$ cat src/rtl/io_input_conditioner.sv
// ---------------------------------------------------------------------------
// io_input_conditioner
//
// Front end between the board pins and the IO module.
//   - Every pin goes through a two-flop synchroniser. All logic after that
//     sees only the second stage (key: ks, switches: ss).
//   - The active-low confirm key is debounced by a four-state FSM. It emits a
//     single-cycle Confirm pulse for each accepted press.
//   - The switch bus is debounced as one word. A change on any bit restarts
//     the stability count for the whole bus.
//
// Build option:
//   CONFIRM_SNAPSHOT_EN  When defined, Raw_Input loads only on the edge that
//                        raises Confirm. It takes the debounced switch word,
//                        or keeps its old value if the bus is still settling.
//                        When undefined, Raw_Input tracks the debounced
//                        switches continuously.
//
// Parameters:
//   SW_WIDTH         switch bus width
//   DEBOUNCE_CYCLES  stable cycles needed before a change is accepted (>= 2)
//   CNT_WIDTH        counter width, must hold DEBOUNCE_CYCLES-1
//
// Ports:
//   Clock          in   system clock, rising edge
//   Reset          in   synchronous, active-high
//   Key_n          in   raw confirm button, asynchronous, 0 = pressed
//   Switch_Raw     in   raw slide switches, asynchronous
//   Confirm        out  one-cycle pulse per accepted press
//   Confirm_Level  out  debounced key level, 1 = pressed
//   Raw_Input      out  debounced switch word
//
// Key FSM states:
//   state        | meaning
//   IDLE         | key released and stable
//   PRESS_WAIT   | key seen low, counting stable-low cycles
//   PRESSED      | press accepted, Confirm already issued
//   RELEASE_WAIT | key seen high, counting stable-high cycles
// ---------------------------------------------------------------------------
module io_input_conditioner #(
  parameter int SW_WIDTH        = 18,
  parameter int DEBOUNCE_CYCLES = 500000,
  parameter int CNT_WIDTH       = 20
) (
  input  logic                Clock,
  input  logic                Reset,
  input  logic                Key_n,
  input  logic [SW_WIDTH-1:0] Switch_Raw,
  output logic                Confirm,
  output logic                Confirm_Level,
  output logic [SW_WIDTH-1:0] Raw_Input
);

  typedef enum logic [1:0] {
    IDLE         = 2'd0,
    PRESS_WAIT   = 2'd1,
    PRESSED      = 2'd2,
    RELEASE_WAIT = 2'd3
  } key_state_e;

  // Terminal count shared by the key and switch counters.
  localparam logic [CNT_WIDTH-1:0] CNT_TC  = CNT_WIDTH'(DEBOUNCE_CYCLES - 1);
  localparam logic [CNT_WIDTH-1:0] CNT_ONE = CNT_WIDTH'(1);

  // Synchronisers
  logic                key_meta_q, key_meta_d;
  logic                key_sync_q, key_sync_d;
  logic [SW_WIDTH-1:0] sw_meta_q,  sw_meta_d;
  logic [SW_WIDTH-1:0] sw_sync_q,  sw_sync_d;

  // Key path
  key_state_e          state_q,    state_d;
  logic [CNT_WIDTH-1:0] kc_q,      kc_d;
  logic                confirm_q,  confirm_d;
  logic                level_q,    level_d;

  // Switch path
  logic [SW_WIDTH-1:0] cand_q,     cand_d;
  logic [CNT_WIDTH-1:0] sc_q,      sc_d;
  logic [SW_WIDTH-1:0] raw_q,      raw_d;

  logic                ks;
  logic [SW_WIDTH-1:0] ss;
  logic                sw_stable;

  assign ks = key_sync_q;
  assign ss = sw_sync_q;

  // -------------------------------------------------------------------------
  // Synchroniser next-state
  // -------------------------------------------------------------------------
  always_comb begin
    key_meta_d = Key_n;
    key_sync_d = key_meta_q;
    sw_meta_d  = Switch_Raw;
    sw_sync_d  = sw_meta_q;
  end

  // -------------------------------------------------------------------------
  // Key FSM next-state and outputs
  // -------------------------------------------------------------------------
  always_comb begin
    state_d   = state_q;
    kc_d      = kc_q;
    confirm_d = 1'b0;

    case (state_q)
      IDLE: begin
        if (!ks) begin
          state_d = PRESS_WAIT;
          kc_d    = '0;
        end
      end

      PRESS_WAIT: begin
        if (ks) begin
          // A bounce back high abandons this press attempt.
          state_d = IDLE;
          kc_d    = '0;
        end else if (kc_q == CNT_TC) begin
          state_d   = PRESSED;
          confirm_d = 1'b1;
        end else begin
          kc_d = kc_q + CNT_ONE;
        end
      end

      PRESSED: begin
        if (ks) begin
          state_d = RELEASE_WAIT;
          kc_d    = '0;
        end
      end

      RELEASE_WAIT: begin
        if (!ks) begin
          // A release bounce returns to PRESSED without a second pulse.
          state_d = PRESSED;
          kc_d    = '0;
        end else if (kc_q == CNT_TC) begin
          state_d = IDLE;
        end else begin
          kc_d = kc_q + CNT_ONE;
        end
      end

      default: begin
        state_d = IDLE;
        kc_d    = '0;
      end
    endcase

    // The level output is registered from the next state, so it rises on
    // the same edge as Confirm.
    level_d = (state_d == PRESSED) || (state_d == RELEASE_WAIT);
  end

  // -------------------------------------------------------------------------
  // Switch debounce: the whole bus is treated as a single candidate word.
  // -------------------------------------------------------------------------
  always_comb begin
    cand_d    = cand_q;
    sc_d      = sc_q;
    sw_stable = 1'b0;

    if (ss != cand_q) begin
      cand_d = ss;
      sc_d   = '0;
    end else if (sc_q != CNT_TC) begin
      sc_d = sc_q + CNT_ONE;
    end else begin
      // The counter saturates at terminal count. The word stays accepted
      // until the next change on the bus.
      sw_stable = 1'b1;
    end
  end

`ifdef CONFIRM_SNAPSHOT_EN
  // Capture the debounced word only at the moment of confirmation. If the
  // bus is still settling at that point, the previous word is kept.
  always_comb begin
    raw_d = raw_q;
    if (confirm_d) begin
      raw_d = (sc_q == CNT_TC) ? cand_q : raw_q;
    end
  end
`else
  always_comb begin
    raw_d = raw_q;
    if (sw_stable) begin
      raw_d = cand_q;
    end
  end
`endif

  // -------------------------------------------------------------------------
  // Registers
  // -------------------------------------------------------------------------
  always_ff @(posedge Clock) begin
    if (Reset) begin
      // The key synchroniser resets to "released". If the key is held low
      // across reset, the press is treated as new and fully debounced.
      key_meta_q <= 1'b1;
      key_sync_q <= 1'b1;
      sw_meta_q  <= '0;
      sw_sync_q  <= '0;
      state_q    <= IDLE;
      kc_q       <= '0;
      confirm_q  <= 1'b0;
      level_q    <= 1'b0;
      cand_q     <= '0;
      sc_q       <= '0;
      raw_q      <= '0;
    end else begin
      key_meta_q <= key_meta_d;
      key_sync_q <= key_sync_d;
      sw_meta_q  <= sw_meta_d;
      sw_sync_q  <= sw_sync_d;
      state_q    <= state_d;
      kc_q       <= kc_d;
      confirm_q  <= confirm_d;
      level_q    <= level_d;
      cand_q     <= cand_d;
      sc_q       <= sc_d;
      raw_q      <= raw_d;
    end
  end

  assign Confirm       = confirm_q;
  assign Confirm_Level = level_q;
  assign Raw_Input     = raw_q;

endmodule

$ cat config.mk
export PLATFORM = sky130hd
export DESIGN_NAME = io_input_conditioner
export DESIGN_NICKNAME = d
export VERILOG_FILES = /design/src/rtl/io_input_conditioner.sv
export SDC_FILE = /design/constraint.sdc
export NUM_CORES = 1
export LEC_CHECK = 0
export ABC_CLOCK_PERIOD_IN_PS = 4400
export BUFFER_PORTS_ARGS = -buffer_cell sky130_fd_sc_hd__buf_4
export CAP_MARGIN = 20
export CELL_PAD_IN_SITES_DETAIL_PLACEMENT = 1
export CELL_PAD_IN_SITES_GLOBAL_PLACEMENT = 2
export CORE_MARGIN = 2
export CORE_UTILIZATION = 40
export DETAILED_ROUTE_END_ITERATION = 8
export MAX_ROUTING_LAYER = met4
export PLACE_DENSITY = 0.87
export RECOVER_POWER = 25
export SLEW_MARGIN = 20
export SYNTH_ARGS = -nofsm -noshare
export SYNTH_HDL_FRONTEND = slang
export SYNTH_SLANG_ARGS = --single-unit
$ cat constraint.sdc
create_clock -name Clock -period 4.4 [get_ports Clock]
set_input_delay 0.22 -clock Clock [delete_from_list [all_inputs] [get_ports Clock]]
set_output_delay 0.22 -clock Clock [all_outputs]
set_load 0.03 [all_outputs]
; Word level (Yosys, flattened, before mapping)
; Index checks and enable logic that the tools add are counted.
[totals]
reg_bits = 118
latchBits = 0
ramBits = 0
romBits = 0
inputBits = 21
out_inout_bits = 20
elab_cells = 45
mem_count = 0
[op_classes]
n_addsub = 2
multipliers = 0
div = 0
n_lt_le_gt_ge = 0
n_eq_ne = 10
shifts = 0
muxes = 16
n_bitwise = 1
n_reduce_logical = 5
[ops]
columns = cell, count
row1 = 20-bit 2-to-1 mux, 5
row2 = 20-bit case mux with 4 select lines, 1
row3 = "20-bit by 1-bit adder with 20-bit output, second input constant", 2
row4 = "20-bit by 19-bit == test with 1-bit output, second input constant", 1
row5 = "20-bit by 19-bit inequality test with 1-bit output, second input constant", 1
row6 = 18-bit inequality test, 1
row7 = 2-bit 2-to-1 mux, 6
row8 = "2-bit == test, second input constant", 4
row9 = 2-bit case mux with 4 select lines, 1
row10 = "2-bit inequality test, second input constant", 2
row11 = 1-bit 2-to-1 mux, 3
row12 = 3-bit OR reduction, 1
row13 = "2-bit by 1-bit == test with 1-bit output, second input constant", 1
row14 = 2-bit zero test, 1
row15 = 2-bit AND reduction, 1
row16 = 2-bit OR reduction, 1
row17 = 1-bit logical OR, 1
row18 = 1-bit inverter, 1

; Logic depth before layout (Yosys ltp)
; Gate-level depths: netlist (run 1).
[logic_depth]
word_depth = 6
depth_mapped = 8
mapped_depth_nobuf = 6

; Worst setup path before layout (run 1)
; Ideal clock, no wire load.
[synth_timing]
kind = register -> register
start = register kc_q[0]
end = register state_q[1]
setup_time_ps = 70
t_arrival_ps = 1633
required_time_ps = 4330
slack_ps = 2696
path_stages_with_launch = 7
n_path_buf = 1
period_less_slack_ps = 1704
cell_sequence = dfxtp_1 > ha_1 > and4bb_1 > nand4_1 > buf_2 > or4_1 > a21oi_1
[synth_between]
elab_chain_len = 4
word_cells_on_any_way = 6
classes_between = eq/ne (1) / mux (5)
[synth_rtl]
columns = element, line_no
row1 = from (decl), 73  ; logic [CNT_WIDTH-1:0] kc_q, kc_d;
row2 = from (signal assigned), 220  ; kc_q <= kc_d;
row3 = 20-bit by 19-bit == test with 1-bit output (*), "120, 140"
row4 = "2-bit 2-to-1 mux, on equally long branches", "140, 120"
row5 = "2-bit 2-to-1 mux, on equally long branches", "136, 116"
row6 = 2-bit case mux with 4 select lines (*), 107  ; case (state_q)
row7 = to (signal assigned), 219  ; state_q <= state_d;
row8 = to (decl), 72  ; key_state_e state_q, state_d;
; Every way passes the cells marked *; elsewhere a longest branch is shown, timed or not.
; A chain may end at the register's enable or synchronous reset.

; Worst setup path in the final report (run 1)
[layout_timing]
start = register cand_q[1]
end = register sc_q[4]
[layout_between]
elab_chain_len = 2
[layout_rtl]
columns = element, line_no
row1 = from (decl), 78  ; logic [SW_WIDTH-1:0] cand_q, cand_d;
row2 = from (signal assigned), 223  ; cand_q <= cand_d;
row3 = 18-bit inequality test, 166  ; if (ss != cand_q) begin
row4 = 2-bit OR reduction (no source line), --
row5 = to (signal assigned), 212  ; sc_q <= '0;
row6 = to (signal assigned), 224  ; sc_q <= sc_d;
row7 = to (decl), 79  ; logic [CNT_WIDTH-1:0] sc_q, sc_d;
; Every way passes these cells.

==> metrics.md, run 1 <==
| Metric | Value |
|---|---|
| CTS Buf Count | 17 |
| DP HPWL | 7.29 mm |
| Post-synth ARST share | 0% |
| Worst-skew pair later-pin latency | 0.41 ns |
| Final Skew | ~0.0075 ns |
| CTS H-tree depth | 4 |
| CTS Hold Bufs | 1 |
| Most common cell after layout, fill and taps aside | dfxtp_1 |
| Commonest non-fill, non-tap cells in the layout | 118 x dfxtp_1, 55 x nor2b_1, 43 x xor2_1, 43 x buf_4, 39 x nor2_1 |
| Clock network power share | 54.2% |
| Status | finished clean |
| Setup TNS | 0 ns |
| Crit path max fanout | 20 |
| DR DRC count | 0 |
| CP required | 4.71 ns |
| Setup Slack @ Placement | 1.97 ns |
| Max-slew violation count | 0 |
| R2R depth | 5 |
| Class of the worst hold path | in2reg |
| Vias per cell | 5.15 |
| P&R area growth vs syn | 21.9% |
| Netlist cell types | 46 |
| Post-cts gate resize count | 0 |
| Max Clk Rate | 416 MHz |
| Psw | 0.549 mW |
| Pre-antenna DRT Iters | 4 |
| Hold Crit Depth | 2 |
| Drt wl/cell | 15.8 um |
| Fraction of power spent switching nets | 21.2% |
| CP max stage delay | 0.73 ns |
| Vias in the first global route | ~3.7k |
| Reg area | 2360 um2 |
| TritonCTS clock tree | built |
| RSZ-0062 raised after global routing | no |
| Fillers | 1282 |
| Post-Syn Instances | 486 |
| Worst path cell trace | xor2_1 > nor4_1 > and3_1 > nand4_1 > nor3_2 |
| Clock slew at reported path FFs | around 0.060 ns |
| Worst setup SP type | flop |
| Endpoint class of the critical path | flop |
| VDD IR max | 0.000351 V |
| Slew headroom | 37.8% |
| Die Ht | 111 um |
| Buf/Inv on CP | 0 |
| GPL Wtd Cong | 0.786 |
| Via count | 3517 |
| Initial Util | 40.7% |
| CP max-delay cell | nand4_1 |
| Clock root cell | clkbuf_16 |
| Worst-Margin Slew | 0.931 ns |
| Worst endpoint data arrival time | about 2.7 ns |
| Mapped Avg Cell Area | 9.48 um2 |
| I/O Buffers | 40 |
| Ys flop type | dfxtp_1 |
| Largest net degree at the start of global routing | 85 |
| Total Power | 2.59 mW |
| Initial antenna violation count | 0 |
| Util after Layout | 49.6% |
| Final Setup Violations | 0 |
| Worst Slack Setup Final | about 2 ns |
| Count of clock tree sinks | 118 |
| Worst path depth | 5 |
| Postcts setup bufs | 0 |
| CTS Buffer Depth | 2 |
| Post-route antenna net violation count | 0 |
| Pleak | 2.15 nW |
| Maxcap violations | 0 |
| Internal | 2.04 mW |
| Post-synthesis register bit count | 118 |
| Fin crit share | between 50% and 60% |
| Share of layout cells above drive strength 1 | 16.3% |
| Multi-input logic area | 2120 um2 |
| Fin. Hold Viols | 0 |
| Drt total wl | 10.8 mm |
| Die area | roughly 12000 um2 |
| I/O pin cnt | 41 |
| Flop pwr share | 42.5% |
| Number of synthesized flops with an enable pin | 0 |
| GRT Resource Usage Total | 19.1% |
| YS warnings | 0 |
| Ant diodes | 0 |
| First-pass GRT wire length | 18.5 mm |
| Sequential area share after synthesis | 51.3% |
| GRT Residual Overflow | 0 |
| Pwr dens | 462 nW/um2 |
| Crit path max-delay family | simple AND/OR/NAND/NOR gates |
| Comb pwr share | 3.3% |
| Period minus WS final | about 2.4 ns |
| Nets@finish | 550 |
| Syn_nets | slightly above 500 |
| CORE AREA | 11300 um2 |
| Row count | 39 |
| Die width | 111 um |
| Mapped Area | 4610 um2 |
| Setup Crit Path Kind | reg2reg |
| DRT iter0 DRCs | 163 |
## power by group through the flow
stage	logic, mW	clock network, mW	registers, mW
floorplan	0.0559	0	1.12
global placement	0.0823	0	1.12
detailed placement	0.0843	0	1.12
CTS	0.0871	1.44	1.10
global route	0.0953	1.48	1.10
finish	0.0851	1.41	1.10
## metrics by stage
step	hold WS (ns)	std cells	cell area (um2)
after floorplan	0.324	486	4610
after detailed placement	0.397	650	5000
after CTS	0.0107	683	5620
final	0.0254	683	5620
after global routing	0.0212	683	5620
after global placement	0.394	650	5000
## per-layer routing
metal | track usage [%] | vias up | wire length [um]
met4 | 6.34 | 0 | 161
li1 | - | 1773 | -
met5 | - | - | 0
met1 | 22.7 | 1684 | 4880
met3 | 5.14 | 14 | 332
met2 | 31.4 | 46 | 5430
## final timing paths
kind / startpoint / endpoint / slack (ns)
setup / recovery: cand_q[1]$_SDFFE_PP0P_ / sc_q[4]$_SDFFE_PP0N_ / 2.00
hold / removal: Switch_Raw[10] / sw_meta_q[10]$_SDFF_PP0_ / 0.03
setup reg to reg: cand_q[1]$_SDFFE_PP0P_ / sc_q[4]$_SDFFE_PP0N_ / 2.00
hold reg to reg: key_meta_q$_SDFF_PP1_ / key_sync_q$_SDFF_PP1_ / 0.41
## flip-flops by register name, summed over array words and instances (netlist names)
register and flops:
sc_q 20, Raw_Input 18, key_sync_q 1, ss 18
sw_meta_q 18, cand_q 18, key_meta_q 1, Confirm 1
state_q 2, kc_q 20, Confirm_Level 1
## cells in the mapped netlist, types with 3 or more instances
cell type	count	area, um2
a21oi_1	26	130
and3_1	12	75.1
nor2_1	39	146
clkbuf_1	12	45.0
nand2_1	18	67.6
xnor2_1	6	52.6
o21ai_0	17	85.1
xor2_1	43	377
and2_1	3	18.8
nand3_1	32	160
dfxtp_1	118	2360
buf_4	3	22.5
nor4_1	9	56.3
nor3_2	4	40.0
o211ai_1	5	37.5
or4_1	3	22.5
nor2b_1	55	344
inv_1	3	11.3
buf_2	6	30.0
o21ai_1	14	70.1
and4_1	7	61.3
a31oi_1	4	25.0
nor3_1	6	30.0
nand4_1	13	81.3
## kinds of logic (layout without fill, tap and decap cells)
group                    Yosys count  in the layout  synth area share (%)
XOR/XNOR                          49             49                  9.32
AO/OA/AOI/OAI                     73             73                  8.85
flip-flops                       118            118                  51.3
multiplexers                       1              1                 0.217
adder cells (fa/ha/maj)            2              2                 0.543
buffers and inverters             26             80                  2.69
AND/OR/NAND/NOR                  217            217                  27.1
## area by class of cell
type	instances	area share (%)
Sequential cell	118	42.0
Inverter	4	0.267
Clock inverter	12	2.69
Clock buffer	20	8.13
Multi-Input combinational cell	342	37.8
Timing Repair Buffer	44	5.92
Tap cell	143	3.18
(Power assumes the default switching activity.)
==> run 2: changes to the inputs <==
- ABC_CLOCK_PERIOD_IN_PS: 4400 -> 2500
- CORE_UTILIZATION: 40 -> 37
- PLACE_DENSITY: 0.87 -> 0.81
- clock period: 4.4 -> 2.5 ns (I/O delays scaled with it)
==> metrics.md, run 2 (synthesis gave the netlist of run 1 again) <==
| Metric | Value |
|---|---|
| Cell Area, Placed | 5070 um2 (+1.4%) |
| Setup TNS | 0 ns (unchanged) |
| CTS Hold Bufs | 19 (+18) |
| Post-route antenna net violation count | 0 (unchanged) |
| DR WL met3 | 390 um (+17%) |
| Die width | 116 um (+3.8%) |
| Worst-Margin Slew | 2.12 ns (+1.19 ns) |
| P&R area growth vs syn | 26.5% |
| Pwr dens | 770 nW/um2 (+67%) |
| Slew headroom | -41.6% (-79 points) |
| Final Cell Area | 5830 um2 (+3.7%) |
| Final Skew | 0.00498 ns (-0.00247 ns) |
| Nets@finish | 573 (+4.2%) |
| Die Ht | 116 um (+3.8%) |
| Ant diodes | 0 (unchanged) |
| Clock root cell | clkbuf_16 |
| Top Registers | kc_q (20), sc_q (20) |
| DRT iter0 DRCs | 172 (+5.5%) |
| Endpoint class of the critical path | flop |
| CP required | 2.82 ns (-1.89 ns) |
| I/O pin cnt | 41 (unchanged) |
| Max-slew violation count | 50 (+50) |
| CORE AREA | 12100 um2 (+6.5%) |
| Max Clk Rate | 481 MHz (+16%) |
| CTS Buf Count | 17 (unchanged) |
| Initial antenna violation count | 0 (unchanged) |
| Count of clock tree sinks | 118 (unchanged) |
| Placed cells | 680 (+4.6%) |
| Initial Util | 38.2% (-2.5 points) |
| Worst endpoint data arrival time | 2.39 ns (-0.33 ns) |
| GRT Residual Overflow | 0 (unchanged) |
| Max layer used | met4 |
| Most common cell after layout, fill and taps aside | dfxtp_1 |
| Fin. Hold Viols | 0 (unchanged) |
| Period minus WS final | 2.08 ns (-0.326 ns) |
| I/O Buffers | 40 (unchanged) |
| DP HPWL | 7.38 mm (+1.3%) |
| Die area | 13400 um2 (+7.8%) |
| Share of layout cells above drive strength 1 | 16.0% (-0.25 points) |
| DR DRC count | 0 (unchanged) |
| Vias in the first global route | 3828 (+2.7%) |
| Drt total wl | 11.3 mm (+5.1%) |
| Met1 wire length | 5.32 mm (+9.1%) |
| Commonest non-fill, non-tap cells in the layout | 118 x dfxtp_1, 55 x nor2b_1, 43 x xor2_1 |
| Row count | 40 (+2.6%) |
| GRT Resource Usage Total | 19.0% (-0.083 points) |
| CTS H-tree depth | 4 (unchanged) |
| Post-cts gate resize count | 0 (unchanged) |
| Fin crit share | 83.1% (+28 points) |
| Non-Filler Instances | 729 (+6.7%) |
| CTS Buffer Depth | 2 (unchanged) |
| TritonCTS clock tree | built |
| Postcts setup bufs | 0 (unchanged) |
| Class of the worst hold path | in2reg |
| Maxcap violations | 1 (+1) |
| Total Power | 4.49 mW (+73%) |
| Vias per cell | 4.99 (-3.1%) |
| Worst-skew pair later-pin latency | 0.42 ns (about the same) |
| VDD IR max | 0.000379 V (+7.9%) |
| Clock slew at reported path FFs | 0.05 ns (about the same) |
| Worst setup SP type | flop |
| Status | finished, violations left |
| Drt wl/cell | 15.6 um (-1.6%) |
| Pleak | 2.23 nW (+3.8%) |
| Failing checks | max-capacitance violations, max-slew violations |
| Setup Crit Path Kind | reg2reg |
| Met2 routed WL | 5.39 mm (-0.68%) |
| Final Setup Violations | 0 (unchanged) |
| Crit path max fanout | 18 (-10%) |
| RSZ-0062 raised after global routing | no |
| First-pass GRT wire length | 19.0 mm (+2.7%) |
| GPL Wtd Cong | 0.834 (+6.1%) |
| Largest net degree at the start of global routing | 50 (-41%) |
| Pre-antenna DRT Iters | 4 (unchanged) |
| Via count | 3639 (+3.5%) |
run 2: changes by cell type in the layout (fill, tap and decap cells not counted):
cell           delta
bufinv_16         -1
dlygate4sd3_1    +18
inv_6             -1
buf_4             -9
clkbuf_8          +1
clkbuf_4         +13
clkinvlp_4        -2
clkbuf_1          +1
clkinv_2          +1
run 2: report_power, final:
| group | leakage, nW | switching [mW] | internal [mW] | total, mW |
|---|---|---|---|---|
| clock | 0.277 | 0.843 | 1.52 | 2.37 |
| sequential | 0.960 | 0.0217 | 1.92 | 1.94 |
| combinational | 0.992 | 0.0930 | 0.0838 | 0.177 |
| total | 2.23 | 0.958 | 3.53 | 4.49 |
run 2: through the flow:
stage	worst slack, ns	utilization [%]	hold WS, ns
2_1_floorplan	0.796	-	0.229
3_3_place_gp	0.546	42.0	0.313
3_5_place_dp	0.480	42.0	0.318
4_1_cts	0.445	48.4	0.0925
5_1_grt	0.243	48.3	0.120
6_report	0.422	48.3	0.103
run 2: layer usage:
layer / track usage [%] / vias to the layer above
li1: - / 1815
met1: 22.6 / 1743
met2: 29.9 / 57
met3: 5.96 / 24
met4: 7.71 / 0
met5: - / -
run 2: critical path, cell delays in order (launching register included):
cell     delay [ns]
dfxtp_1        0.37
ha_1           0.23
and4_1         0.27
and2_1         0.16
and4_1         0.61
nand3_1        0.17
a21oi_1        0.17
run 2: worst paths after layout:
check | cells after the start | to | slack (ns) | startpoint
max | 6 | Raw_Input[2]$_SDFFE_PP0P_ | 0.42 | sc_q[0]$_SDFFE_PP0N_
min | 2 | sw_meta_q[2]$_SDFF_PP0_ | 0.10 | Reset
max reg2reg | 6 | Raw_Input[2]$_SDFFE_PP0P_ | 0.42 | sc_q[0]$_SDFFE_PP0N_
min reg2reg | 1 | key_sync_q$_SDFF_PP1_ | 0.41 | key_meta_q$_SDFF_PP1_
run 2: final cells by class:
class / instances / area [um2]
fill: 1386 / 6230
sequential: 118 / 2360
multi-input combinational: 342 / 2120
timing repair buffer: 67 / 547
clock buffer: 21 / 470
tap: 168 / 210
clock inverter: 9 / 103
inverter: 4 / 15.0
==> run 3: changes to the inputs <==
- ABC_CLOCK_PERIOD_IN_PS: 2500 -> 2200
- clock period: 2.5 -> 2.2 ns (I/O delays scaled with it)
==> metrics.md, run 3 (synthesis gave the netlist of run 1 again) <==
| Metric | Value |
|---|---|
| Class of the worst hold path | in2reg |
| Final Setup Violations | 0 (unchanged) |
| GRT Residual Overflow | 0 (unchanged) |
| Nets@finish | 577 (+0.70%) |
| Pwr dens | 887 nW/um2 (+15%) |
| First-pass GRT wire length | 19.0 mm (unchanged) |
| Fraction of power spent switching nets | 20.6% (-0.77 points) |
| DP HPWL | 7.47 mm (+1.3%) |
| Pre-antenna DRT Iters | 4 (unchanged) |
| Row count | 40 (unchanged) |
| Pleak | 2.27 nW (+1.9%) |
| Worst setup SP type | flop |
| DR WL met3 | 339 um (-13%) |
| Worst Slack Setup Final | 0.248 ns (-0.174 ns) |
| Worst-skew pair later-pin latency | 0.42 ns (about the same) |
| Internal | 4.15 mW (+17%) |
| Worst endpoint data arrival time | 2.28 ns (-0.11 ns) |
| Maxcap violations | 0 (-1) |
| P&R area growth vs syn | 27.8% |
| Setup TNS | 0 ns (unchanged) |
| Fin. Hold Viols | 0 (unchanged) |
| DRT iter0 DRCs | 168 (-2.3%) |
| Clock network power share | 53.9% (+1.1 points) |
| Comb pwr share | 3.8% (about the same) |
| Clock slew at reported path FFs | 0.05 ns (about the same) |
| CORE AREA | 12100 um2 (unchanged) |
| Final Cell Area | 5890 um2 (+1.0%) |
| Slew headroom | 36.2% (+78 points) |
| DR DRC count | 0 (unchanged) |
| CTS Hold Bufs | 19 (unchanged) |
| Util after Layout | 48.8% (+0.49 points) |
| I/O Buffers | 40 (unchanged) |
| Setup Slack @ Placement | 0.307 ns (-0.173 ns) |
| RSZ-0062 raised after global routing | no |
| Setup Crit Path Kind | reg2reg |
| Status | finished clean |
| CTS H-tree depth | 4 (unchanged) |
| GRT Resource Usage Total | 19.1% (+0.14 points) |
| Post-route antenna net violation count | 0 (unchanged) |
| Die width | 116 um (unchanged) |
| Vias per cell | 5.01 (+0.44%) |
| Drt total wl | 11.2 mm (-1.3%) |
| Most common cell after layout, fill and taps aside | dfxtp_1 |
| Share of layout cells above drive strength 1 | 16.6% (+0.54 points) |
| Final Skew | 0.00591 ns (+0.000930 ns) |
| Cell Area, Placed | 5100 um2 (+0.59%) |
| Psw | 1.07 mW (+12%) |
| TritonCTS clock tree | built |
| Met1 wire length | 5.31 mm (-0.11%) |
| Vias in the first global route | 3733 (-2.5%) |
| VDD IR max | 0.000417 V (+10%) |
| Ant diodes | 0 (unchanged) |
| Fin crit share | 88.7% (+5.6 points) |
| Top Registers | kc_q (20), sc_q (20) |
| Initial Util | 38.2% (unchanged) |
| CP required | 2.53 ns (-0.29 ns) |
| CTS Buf Count | 17 (unchanged) |
| Drt wl/cell | 15.2 um (-2.1%) |
| GPL Wtd Cong | 0.874 (+4.8%) |
| Max Clk Rate | 512 MHz (+6.4%) |
| Flop pwr share | 42.3% (-1.0 points) |
| I/O pin cnt | 41 (unchanged) |
| CTS Buffer Depth | 2 (unchanged) |
| Die Ht | 116 um (unchanged) |
| Initial antenna violation count | 0 (unchanged) |
| Met2 routed WL | 5.30 mm (-1.6%) |
| Die area | 13400 um2 (unchanged) |
| Period minus WS final | 1.95 ns (-0.126 ns) |
| Max layer used | met4 |
| Clock root cell | clkbuf_16 |
| Count of clock tree sinks | 118 (unchanged) |
| Max-slew violation count | 0 (-100%) |
| Postcts setup bufs | 0 (unchanged) |
| Post-cts gate resize count | 0 (unchanged) |
| Crit path max fanout | 5 (-13) |
| Commonest non-fill, non-tap cells in the layout | 118 x dfxtp_1, 55 x nor2b_1, 46 x buf_4 |
| Largest net degree at the start of global routing | 48 (-4.0%) |
| Endpoint class of the critical path | flop |
| Total Power | 5.22 mW (+16%) |
| Worst-Margin Slew | 0.957 ns (-1.17 ns) |
| Via count | 3685 (+1.3%) |
==> run 3: changes by cell type in the layout (fill, tap and decap cells not counted), sizes merged <==
cell,change
buf,+12
clkbuf,-5
clkinvlp,-2
bufinv,+1
==> run 3: per-stage QoR <==
step,hold slack (ns),std cells
2_1_floorplan,0.214,486
3_3_place_gp,0.296,684
3_5_place_dp,0.298,684
4_1_cts,0.0947,735
5_1_grt,0.431,735
6_report,0.364,735
==> run 3: layout make-up <==
class                           instances  area [um2]
Inverter                                4        15.0
Sequential cell                       118        2360
Timing Repair Buffer                   71         576
Clock buffer                           24         482
Multi-Input combinational cell        342        2120
Tap cell                              168         210
Fill cell                            1349        6170
Clock inverter                          8         121
==> run 3: final timing paths <==
| check | startpoint | to | slack, ns | depth (start not counted) |
|---|---|---|---|---|
| hold / removal | Reset | cand_q[3]$_SDFFE_PP0P_ | 0.36 | 2 |
| setup / recovery | kc_q[0]$_SDFFE_PP0P_ | kc_q[19]$_SDFFE_PP0P_ | 0.25 | 6 |
| setup reg to reg | kc_q[0]$_SDFFE_PP0P_ | kc_q[19]$_SDFFE_PP0P_ | 0.25 | 6 |
| hold reg to reg | key_meta_q$_SDFF_PP1_ | key_sync_q$_SDFF_PP1_ | 0.42 | 1 |
==> run 3: power by group through the flow <==
stage                     Clock (mW)  Sequential [mW]  Combinational, mW
after detailed placement           0             2.25              0.175
after global routing            2.97             2.21              0.224
after floorplan                    0             2.24              0.112
final                           2.81             2.21              0.200
after CTS                       2.86             2.21              0.204
after global placement             0             2.25              0.169
==> run 3: worst max-delay path: stages (launching register included) <==
cell and delay, ns:
dfxtp_1 0.34, ha_1 0.26, and4bb_1 0.24, nand4_1 0.18, o21ai_1 0.16, or4_1 0.52, a31oi_1 0.17
==> run 3: layer usage <==
| layer | vias to the layer above | global-route usage [%] |
|---|---|---|
| li1 | 1832 | - |
| met1 | 1777 | 24.2 |
| met2 | 53 | 29.0 |
| met3 | 23 | 4.39 |
| met4 | 0 | 8.92 |
| met5 | - | - |
